<file path="src/rtl/player_move_ctrl.sv">
// Purpose: turns debounced direction buttons into a one-tile sprite walk (position, facing, walk frame).
// Latency: button sampled in IDLE -> moving/facing next cycle; first pixel after STEP_DELAY clocks; move lasts STEP_LEN*STEP_DELAY.
// Backpressure: none; buttons are ignored while a move is in progress (no command queue).
module player_move_ctrl #(
  parameter int START_R    = 300,
  parameter int START_C    = 300,
  parameter int STEP_LEN   = 32,
  parameter int STEP_DELAY = 32,
  parameter int MIN_R      = 0,
  parameter int MAX_R      = 448,
  parameter int MIN_C      = 0,
  parameter int MAX_C      = 608
) (
  input  logic       clk,
  input  logic       rst,
  input  logic       btn_up,
  input  logic       btn_down,
  input  logic       btn_left,
  input  logic       btn_right,
  output logic [9:0] pos_r,
  output logic [9:0] pos_c,
  output logic [1:0] facing,
  output logic       frame,
  output logic       moving,
  output logic       step_done
);

  localparam int PW = $clog2(STEP_LEN) + 1;
  localparam int DW = $clog2(STEP_DELAY) + 1;

  localparam logic [1:0] DIR_DOWN  = 2'd0;
  localparam logic [1:0] DIR_UP    = 2'd1;
  localparam logic [1:0] DIR_LEFT  = 2'd2;
  localparam logic [1:0] DIR_RIGHT = 2'd3;

  typedef enum logic {S_IDLE, S_MOVE} state_t;

  state_t        state;
  logic [PW-1:0] pix_cnt;
  logic [DW-1:0] dly_cnt;

  logic          any_btn;
  logic [1:0]    sel_dir;
  logic          sel_ok;
  logic [10:0]   r11;
  logic [10:0]   c11;

  assign any_btn = btn_up | btn_down | btn_left | btn_right;
  assign r11     = {1'b0, pos_r};
  assign c11     = {1'b0, pos_c};

  // Pick the highest-priority button and check that a full tile fits inside the bounds (11-bit, no wrap).
  always_comb begin
    sel_dir = DIR_RIGHT;
    sel_ok  = 1'b0;
    if (btn_up) begin
      sel_dir = DIR_UP;
      sel_ok  = r11 >= 11'(MIN_R + STEP_LEN);
    end else if (btn_down) begin
      sel_dir = DIR_DOWN;
      sel_ok  = (r11 + 11'(STEP_LEN)) <= 11'(MAX_R);
    end else if (btn_left) begin
      sel_dir = DIR_LEFT;
      sel_ok  = c11 >= 11'(MIN_C + STEP_LEN);
    end else if (btn_right) begin
      sel_dir = DIR_RIGHT;
      sel_ok  = (c11 + 11'(STEP_LEN)) <= 11'(MAX_C);
    end
  end

  // IDLE/MOVE state machine with all outputs registered.
  always_ff @(posedge clk) begin
    if (rst) begin
      state     <= S_IDLE;
      pos_r     <= 10'(START_R);
      pos_c     <= 10'(START_C);
      facing    <= DIR_DOWN;
      frame     <= 1'b0;
      moving    <= 1'b0;
      step_done <= 1'b0;
      pix_cnt   <= '0;
      dly_cnt   <= '0;
    end else begin
      step_done <= 1'b0;
      case (state)
        S_IDLE: begin
          frame <= 1'b0;
          if (any_btn) begin
            // An illegal move still turns the sprite in place.
            facing <= sel_dir;
            if (sel_ok) begin
              state   <= S_MOVE;
              moving  <= 1'b1;
              pix_cnt <= PW'(STEP_LEN);
              dly_cnt <= DW'(STEP_DELAY - 1);
            end
          end
        end
        S_MOVE: begin
          if (dly_cnt != '0) begin
            dly_cnt <= dly_cnt - DW'(1);
          end else begin
            case (facing)
              DIR_DOWN: pos_r <= pos_r + 10'd1;
              DIR_UP:   pos_r <= pos_r - 10'd1;
              DIR_LEFT: pos_c <= pos_c - 10'd1;
              default:  pos_c <= pos_c + 10'd1;
            endcase
            pix_cnt <= pix_cnt - PW'(1);
            dly_cnt <= DW'(STEP_DELAY - 1);
            if (pix_cnt == PW'(1)) begin
              state     <= S_IDLE;
              moving    <= 1'b0;
              step_done <= 1'b1;
              frame     <= 1'b0;
            end else begin
              // Frame is judged on the pixel count before this advance.
              frame <= (pix_cnt <= PW'(STEP_LEN / 2));
            end
          end
        end
        default: state <= S_IDLE;
      endcase
    end
  end

endmodule

</file>
<file path="config.mk">
export PLATFORM = sky130hd
export DESIGN_NAME = player_move_ctrl
export DESIGN_NICKNAME = d
export VERILOG_FILES = /design/src/rtl/player_move_ctrl.sv
export SDC_FILE = /design/constraint.sdc
export NUM_CORES = 1
export LEC_CHECK = 0
export CAP_MARGIN = 20
export CORE_UTILIZATION = 50
export DETAILED_ROUTE_END_ITERATION = 10
export PLACE_DENSITY = 0.76
export SLEW_MARGIN = 20
export SYNTH_ARGS = -nofsm -noshare
export SYNTH_HDL_FRONTEND = slang
export SYNTH_SLANG_ARGS = --single-unit
</file>
<file path="constraint.sdc">
create_clock -name clk -period 2.32 [get_ports clk]
set_input_delay 0.58 -clock clk [delete_from_list [all_inputs] [get_ports clk]]
set_output_delay 0.58 -clock clk [all_outputs]
set_load 0.01 [all_outputs]
</file>
==> impl_metrics.csv <==
group,metric,value,unit
run_status,outcome,"finished clean",
worst_setup_path,end_kind,"register",
min_path,hold_depth,2,
placement,place_ws,-349,ps
die,die_x,73.2,um
sta,slew_headroom,68.9,%
synth,synth-edff-count,0,
routing,ant_nets,0,
finish,drive_gt1_share,17.9,%
placement,gp_congestion,0.863,
synth,yosysUniqueCellTypes,58,
clock_network,htree_levels,2,
die,fp.coreArea,4790,um2
clock_network,cts_tree,"yes",
placement,dpl-instance-area,3120,um2
synth,async_flop_share,0,%
die,start_util,52.9,%
finish,layout.nets,399,
global_routing,grt_pass1_vias,2333,
routing,first_pass_iters,4,
synth,synth-seq-cells,38,
pwr,irDropWorstVdd,0.374,mV
worst_setup_path,cp_slowest_stage_delay,520,ps
pwr,cellPowerDensity,488,nW/um2
worst_setup_path,worstSetupPathType,"register to register",
sta,setup_slack,71.5,ps
min_path,hp-class,"register to register",
synth,ys_warn_count,0,
pwr,p_switching,499,uW
global_routing,grt_max_degree,22,
clock_network,ctsLongestPathBuffers,2,
synth,netlist.area_leader.share,30.0,%
pwr,p_int,1.12,mW
global_routing,antenna_found_initial,0,
routing,routed_wirelength,6.52,mm
worst_setup_path,rr_worst_depth,7,
finish,area_growth,30.8,%
finish,final_util,69.3,%
finish,nFillCells,408,
worst_setup_path,crit_required,2530,ps
routing,via_per_inst,5.87,
finish,regArea,767,um2
die,pin_count,31,
clock_network,numCtsBuffers,5,
synth,netlist_instances,312,
finish,final_cell_area,3310,um2
global_routing,overflow,0,
sta,fin_skew,5.45,ps
die,die-area,5360,um2
routing,drtIter0Drc,120,
sta,finalSetupTns,0,ps
pwr,clkPwrFrac,28.4,%
sta,period_share,96.9,%
synth,synthFlopType,"dfxtp_1",
finish,multi_input_area,1770,um2
synth,yosysTopAreaCell,"dfxtp_1",
sta,worstMarginPinSlew,462,ps
pwr,swShare,30.8,%
flow_run,maxCapViolations,0,
pwr,p_leak,1.26,nW
pwr,combPwrFrac,26.7,%
sta,drv_slew,0,
global_routing,grt_pass1_wl,10.6,mm
worst_setup_path,start_kind,"register",
pwr,power_frac_seq,44.9,%
global_routing,grtUsageTotal,25.6,%
routing,wl_per_cell,15.0,um
worst_setup_path,cp_cell_sequence,"or4_4 -> o31a_1 -> o311a_1 -> a211oi_4 -> buf_6 -> o22ai_1 -> a211oi_2",
clock_network,clock_latency,290,ps
finish,n_antenna_cell,0,
placement,portBuffers,30,
routing,vias,2552,
worst_setup_path,cp_data_arrival_time,2450,ps
sta,fin_crit,2250,ps
sta,setup_viol,0,
clock_network,path_clk_slew,70,ps
sta,fmax,445,MHz
die,rows,25,
synth,avgSynthCellArea,8.12,um2
synth,synthTopCellsByArea,"dfxtp_1, ha_1, nor2_1, a21oi_1, o21ai_0",
synth,syn_nets,342,
worst_setup_path,crit_slowest_cell,"or4_4",
clock_network,cts_hold_buffers,0,
routing,drc,0,
worst_setup_path,path_max_fanout,6,
clock_network,cts-root-buf,"clkbuf_8",
placement,dpl.hpwl,4.60,mm
synth,synth_area,2530,um2
sta,hold_violations,0,
clock_network,numClockSinks,38,
die,dieHeight,73.2,um
sta,rsz0062_at_grt,"true",
synth,yosysSeqAreaShare,30.0,%
## worst max-delay path: cells and delay by family (launching register included)
kind | cells | cell delay [ps]
DFF | 1 | 320
buffers and inverters | 1 | 170
and+or+nand+nor | 1 | 520
AOI/OAI and AO/OA | 5 | 1150
## cells in the mapped netlist, types with 3 or more instances
library cell,instances
or3_1,4
inv_1,17
nor3_1,16
xnor2_1,7
a211oi_1,8
nand4_1,3
nor4_1,5
o41ai_1,3
nand2b_1,4
nand2_1,17
nor2b_1,8
nor2_1,32
and3_1,3
ha_1,22
nand3_1,13
o21ai_0,17
dfxtp_1,38
xor2_1,5
o311ai_0,3
clkbuf_1,10
o21bai_1,3
a31oi_1,6
a311oi_1,3
o31ai_1,5
a21oi_1,18
## final timing paths
check           start          to  slack [ps]
max          pos_c[0]  dly_cnt[4]          70
min            moving      moving         460
max reg2reg  pos_c[0]  dly_cnt[4]          70
min reg2reg    moving      moving         460
## cell families (layout without fill, tap and decap cells)
kind of cell / after synthesis / count (layout) / share of synthesized area, %
buf+inv: 29 / 85 / 4.30
fa+ha+maj: 24 / 24 / 12.4
simple gates: 120 / 120 / 24.2
mux: 2 / 2 / 0.839
flops: 38 / 38 / 30.0
xor+xnor: 12 / 12 / 4.15
compound gates: 87 / 87 / 24.1
## through the flow
| stage | hold WS [ps] | power (mW) | instances |
|---|---|---|---|
| after floorplan | 453 | 0.990 | 312 |
| after global placement | 455 | 1.12 | 428 |
| after detailed placement | 458 | 1.13 | 428 |
| after CTS | 467 | 1.59 | 434 |
| after global routing | 490 | 1.70 | 435 |
| final | 458 | 1.62 | 435 |
## metal layers
metal  track usage, %  part of all wire [%]  vias to the layer above
met5                0                     0                        -
met4             6.97                   1.2                        0
met3             4.01                   4.4                        9
met2             43.6                    49                       67
met1             33.4                    45                     1207
li1                 -                     -                     1269
## power groups by stage
stage / clock, mW / combinational (mW) / sequential, mW
3_5_place_dp: 0 / 0.397 / 0.737
4_1_cts: 0.462 / 0.402 / 0.723
5_1_grt: 0.493 / 0.476 / 0.732
6_report: 0.460 / 0.432 / 0.726
3_3_place_gp: 0 / 0.386 / 0.736
2_1_floorplan: 0 / 0.255 / 0.735
## state kept, by name (all words and copies together) (netlist names)
| register | cells |
|---|---|
| facing | 2 |
| pos_c | 10 |
| frame | 1 |
| pos_r | 10 |
| pix_cnt | 6 |
| step_done | 1 |
| state | 1 |
| moving | 1 |
| dly_cnt | 6 |
## what timing repair did
item,4_1_cts,5_1_grt
endpoints found under the setup margin,2,9
pin swaps,0,5
hold endpoints to repair,0,0
setup buffers,0,1
resized for setup,4,22
## final cells by class
| type | instances | share of cell area, % |
|---|---|---|
| timing repair buffer | 61 | 16.5 |
| clock buffer | 6 | 2.49 |
| multi-input combinational | 245 | 53.3 |
| tap | 67 | 2.53 |
| sequential | 38 | 23.1 |
| inverter | 18 | 2.04 |
## layout by cell type, fill, tap and decap left out, types with 6 or more instances in the layout
| cell type | instances |
|---|---|
| xnor2_1 | 7 |
| o21ai_0 | 14 |
| inv_1 | 15 |
| clkbuf_8 | 6 |
| ha_1 | 21 |
| nand2_1 | 17 |
| buf_4 | 29 |
| nor2_1 | 32 |
| nor2b_1 | 8 |
| dfxtp_1 | 35 |
| a21oi_1 | 17 |
| clkdlybuf4s50_1 | 29 |
| nor3_1 | 14 |
| a31oi_1 | 6 |
| nand3_1 | 13 |
(Power assumes the default switching activity.)
